### src/rtl/pc_sequencer.sv
// Two-phase PC sequencer: FETCH/EXEC per instruction, with exception entry and halt.
// In: clk, reset, stall, branch, zero, jump, illegal_op, imm16, target26. Out: PC, epc, cause, exec_phase, halted.
module pc_sequencer #(
  parameter logic [31:0] RESET_PC   = 32'd0,
  parameter logic [31:0] EXC_VECTOR = 32'd88,
  parameter logic [31:0] MEM_LIMIT  = 32'd100
) (
  input  logic        clk,
  input  logic        reset,
  input  logic        stall,
  input  logic        branch,
  input  logic        zero,
  input  logic        jump,
  input  logic        illegal_op,
  input  logic [15:0] imm16,
  input  logic [25:0] target26,
  output logic [31:0] PC,
  output logic [31:0] epc,
  output logic [1:0]  cause,
  output logic        exec_phase,
  output logic        halted
);

  typedef enum logic [1:0] {
    FETCH = 2'd0,
    EXEC  = 2'd1,
    EXC   = 2'd2,
    HALT  = 2'd3
  } state_t;

  state_t      state_q, state_d;
  logic [31:0] pc_q, pc_d;
  logic [31:0] epc_q, epc_d;
  logic [1:0]  cause_q, cause_d;
  logic        inh_q, inh_d;

  logic [31:0] pc_plus4;
  logic [31:0] br_off;
  logic [31:0] br_tgt;
  logic [31:0] jmp_tgt;
  logic [31:0] next_pc;
  logic [32:0] next_end;
  logic        addr_fault;

  assign pc_plus4 = pc_q + 32'd4;
  assign br_off   = {{14{imm16[15]}}, imm16, 2'b00};
  assign br_tgt   = pc_plus4 + br_off;
  assign jmp_tgt  = {pc_plus4[31:28], target26, 2'b00};

  always_comb begin
    next_pc = pc_plus4;
    if (jump) begin
      next_pc = jmp_tgt;
    end else if (branch && zero) begin
      next_pc = br_tgt;
    end
  end

  // Last byte of the fetched word must lie inside memory;
  // 33-bit sum so a wrap near 2^32 still counts as a fault.
  assign next_end   = {1'b0, next_pc} + 33'd3;
  assign addr_fault = (next_pc[1:0] != 2'b00) ||
                      (next_end > {1'b0, MEM_LIMIT});

  always_comb begin
    state_d = state_q;
    pc_d    = pc_q;
    epc_d   = epc_q;
    cause_d = cause_q;
    inh_d   = inh_q;
    unique case (state_q)
      FETCH: begin
        if (!stall) state_d = EXEC;
      end
      EXEC: begin
        if (!stall) begin
          if (illegal_op || addr_fault) begin
            epc_d   = pc_q;
            cause_d = illegal_op ? 2'b01 : 2'b10;
            state_d = inh_q ? HALT : EXC;
          end else begin
            pc_d    = next_pc;
            state_d = FETCH;
          end
        end
      end
      EXC: begin
        pc_d    = EXC_VECTOR;
        inh_d   = 1'b1;
        state_d = FETCH;
      end
      HALT: begin
      end
      default: state_d = FETCH;
    endcase
  end

  always_ff @(posedge clk) begin
    if (reset) begin
      state_q <= FETCH;
      pc_q    <= RESET_PC;
      epc_q   <= 32'd0;
      cause_q <= 2'b00;
      inh_q   <= 1'b0;
    end else begin
      state_q <= state_d;
      pc_q    <= pc_d;
      epc_q   <= epc_d;
      cause_q <= cause_d;
      inh_q   <= inh_d;
    end
  end

  assign PC         = pc_q;
  assign epc        = epc_q;
  assign cause      = cause_q;
  assign exec_phase = (state_q == EXEC);
  assign halted     = (state_q == HALT);

endmodule

### config.mk
export PLATFORM = sky130hd
export DESIGN_NAME = pc_sequencer
export DESIGN_NICKNAME = d
export VERILOG_FILES = /design/src/rtl/pc_sequencer.sv
export SDC_FILE = /design/constraint.sdc
export NUM_CORES = 1
export LEC_CHECK = 0
export BUFFER_PORTS_ARGS = -buffer_cell sky130_fd_sc_hd__clkbuf_2
export CORE_MARGIN = 2
export CORE_UTILIZATION = 50
export CTS_CLUSTER_DIAMETER = 120
export DETAILED_ROUTE_END_ITERATION = 12
export MAX_ROUTING_LAYER = met4
export PLACE_DENSITY = 0.73
export SYNTH_ARGS = -nofsm -noshare
export SYNTH_HDL_FRONTEND = slang
export SYNTH_SLANG_ARGS = --single-unit
### constraint.sdc
create_clock -name clk -period 5.3 [get_ports clk]
set_input_delay 0.795 -clock clk [delete_from_list [all_inputs] [get_ports clk]]
set_output_delay 0.795 -clock clk [all_outputs]
set_load 0.005 [all_outputs]
==> reports/metrics.yaml <==
timing:
  setup_tns_ps: 0
  final-setup-viol-count: 0
  fmax_mhz: 191.6
  slew_viol_final: 0
  fin_hold_ws_ps: 489.1
  skew_ps: 3.385
  worst_pin_slew_ps: 987.0
  hold_viol_final: 0
  fin_crit_sh_pct: 98.49
  setup_slack_ps: 80.28
  period_minus_slack_ps: 5220
  relSlewSlack_pct: 34.20
clock_network:
  numCtsBuffers: 9
  cts_hold_buf: 0
  htreeDepth: 3
  worstSkewPairLatency_ps: 320
  cts_tree: "done"
  clockBufferDepth: 2
  cts-root-buf: "clkbuf_16"
  path_clk_slew_ps: 50
  clkSinkCount: 69
detailed_routing:
  dr.pass1.iters: 5
  vias: 6702
  wire_per_inst_um: 18.81
  ant_nets: 0
  viasPerCell: 6.305
  drc: 0
  drtIter0Drc: 765
  wirelength_um: 19990
flow_run:
  max_cap_viol_count: 0
logic_synthesis:
  synth-seq-area-share_pct: 22.75
  synth_top_area_cell: "dfxtp_1"
  synth.distinct_cells: 81
  synthFlopType: "dfxtp_1"
  yosys-top-cells-area: "dfxtp_1 (23%), mux2i_1 (7.3%), ha_1 (7.0%), a21oi_1 (4.6%), nor2_1 (4.6%)"
  ys_warn_count: 0
  synth.net_count: 869
  syn-mean-instance-area_um2: 7.735
  synth-edff-count: 0
  synth_seq_cells: 69
  syn_inst: 785
  syn_area_um2: 6072
  synth_top_cell_area_share_pct: 22.75
  async_reset_ff_share_pct: 0
setup_path:
  cp.required_ps: 5470
  start_kind: "flip-flop"
  cp_max_fo: 13
  end_kind: "flip-flop"
  cp.arrival_ps: 5390
  crit_slowest_cell: "ha_2"
  path_cells: "ha_2 -> nand4_1 -> nor4_2 -> xor2_1 -> ha_2 -> a21oi_1 -> o21a_1 -> buf_4 -> o311ai_0 -> a211o_1 -> o211ai_1 -> nor4_1 -> buf_4 -> and4_1 -> o31a_1 -> buf_4 -> o311ai_4 -> buf_4 -> buf_12 -> mux2i_1 -> nor2_1"
  ff2ff_path_depth: 21
  worstSetupPathType: "flip-flop to flip-flop"
  path_common_cell: "buf_4"
  slowest_delay_ps: 430
cells_and_area:
  drive_above_1_share_pct: 28.60
  post-route-util_pct: 63.88
  final_nets: 996
  diodes: 0
  area.growth.synth_to_final_pct: 25.30
power:
  combPwrFrac_pct: 16.8
  seqPwrFrac_pct: 37.0
  total_power_w: 0.001418
  p_sw_share_pct: 24.57
  internal_power_w: 0.001070
  pwr-share-clk_pct: 46.2
  irDropWorstVdd_mv: 0.3443
  p_per_area_nw_per_um2: 186.4
  switchingPower_w: 0.0003485
  power_leakage_nw: 3.452
placed_design:
  dp_hpwl_um: 14960
  gp_congestion: 1.034
  portBuffers: 116
  post-place-ws_ps: -25.44
run_status:
  status: "complete, no violations"
floorplan:
  io_pins: 117
  die_y_um: 114.2
  initial_core_util_pct: 50.98
  rows: 40
  coreArea_um2: 11910
  dieArea_um2: 13040
  die_w_um: 114.2
grt:
  grt_usage_pct: 30.23
  grt_max_degree: 49
  antenna_found_initial: 0
  grt_pass1_vias: 6130
  overflow: 0
  grt_pass1_wl_um: 30890
hold_path:
  min_path_type: "flip-flop to flip-flop"
  min_path_cells: 2
[cell usage in the layout, fill, tap and decap left out, drive strengths merged, types with 12 or more instances in the layout]
master    n
nor4     18
nor2     74
clkbuf  127
buf      55
ha       34
o21ai    29
a21oi    59
inv      21
nand4    32
nor3     18
xnor2    17
and2     27
xor2     14
nand2    71
a211oi   12
mux2i    44
dfxtp    69
nand3    37
[logic make-up (layout without fill, tap and decap cells)]
logic type / count (synthesis) / after routing / synth area share [%]
AND/OR/NAND/NOR: 329 / 329 / 28.68
AO/OA/AOI/OAI: 200 / 200 / 23.33
XOR/XNOR: 31 / 31 / 4.471
adder cells (fa/ha/maj): 35 / 35 / 7.336
flip-flops: 69 / 69 / 22.75
buffers and inverters: 77 / 208 / 6.182
multiplexers: 44 / 44 / 7.253
[synth_stat cells (all sizes together) (3+ instances only)]
library cell and instances:
and3 11, o31ai 3, nor3 18, nor3b 4, o2111ai 6, o221ai 5
a211oi 12, mux2i 44, xor2 14, nor4b 5, o21a 10, or2 4
nand2 71, o311ai 4, a21oi 59, a31oi 4, nor2 74, a311oi 3
or3 8, a32oi 3, o31a 5, and4 9, clkbuf 28, and2 27
nand2b 3, nand4 32, a21o 11, a221o 3, nand3 37, xnor2 17
a2bb2oi 4, o32ai 3, ha 34, dfxtp 69, a22o 3, a211o 4
o21ai 29, nor4 18, buf 28, o22ai 8, o211ai 6, inv 21
[through the flow]
stage	instances	cell area, um2
3_5_place_dp	1040	6923
5_1_grt	1063	7609
6_report	1063	7609
2_1_floorplan	785	6072
3_3_place_gp	1040	6923
4_1_cts	1055	7257
[power groups by stage]
stage	Combinational, W	Sequential [W]	Clock (W)
6_report	0.000238	0.000524	0.000656
5_1_grt	0.000256	0.000524	0.000687
4_1_cts	0.000220	0.000524	0.000662
3_5_place_dp	0.000217	0.000535	0
3_3_place_gp	0.000217	0.000535	0
2_1_floorplan	0.000153	0.000534	0
[routing by layer]
metal | global-route usage (%) | wire length, um
met3 | 3.229 | 1572
met4 | 12.20 | 621
met1 | 40.93 | 8613
met5 | - | 0
met2 | 46.27 | 9184
[cell type report]
cell class / count / area, um2
Fill cell: 1034 / 4303
Tap cell: 147 / 183.9
Multi-Input combinational cell: 639 / 4601
Clock buffer: 10 / 229.0
Clock inverter: 5 / 100.1
Inverter: 21 / 78.83
Timing Repair Buffer: 172 / 1031
Sequential cell: 69 / 1385
[flip-flops by register name, summed over array words and instances, names as in the netlist]
| register | flops |
|---|---|
| state_q | 2 |
| epc | 32 |
| inh_q | 1 |
| cause | 2 |
| PC | 32 |
[critical path, delay by kind of cell, from the launching register on]
family                     cells  cell delay (ps)
xor gates and xnor gates       1              390
and+or+nand+nor                5              870
buffers and inverters          5              770
muxes                          1              210
AOI/OAI and AO/OA              7             1760
DFF                            1              390
adders and majority gates      2              660
[worst paths after layout]
path,to,from,slack (ps)
max,epc[18],PC[2],80
max reg2reg,epc[18],PC[2],80
min reg2reg,inh_q,inh_q,490
min,inh_q,inh_q,490
[timing repair]
action,in CTS,in global routing
gates cloned,0,1
buffers inserted,0,7
gates resized for setup,1,65
pin swaps,0,14
endpoints found under the setup margin,44,68
Power figures use the tool's default switching activity.
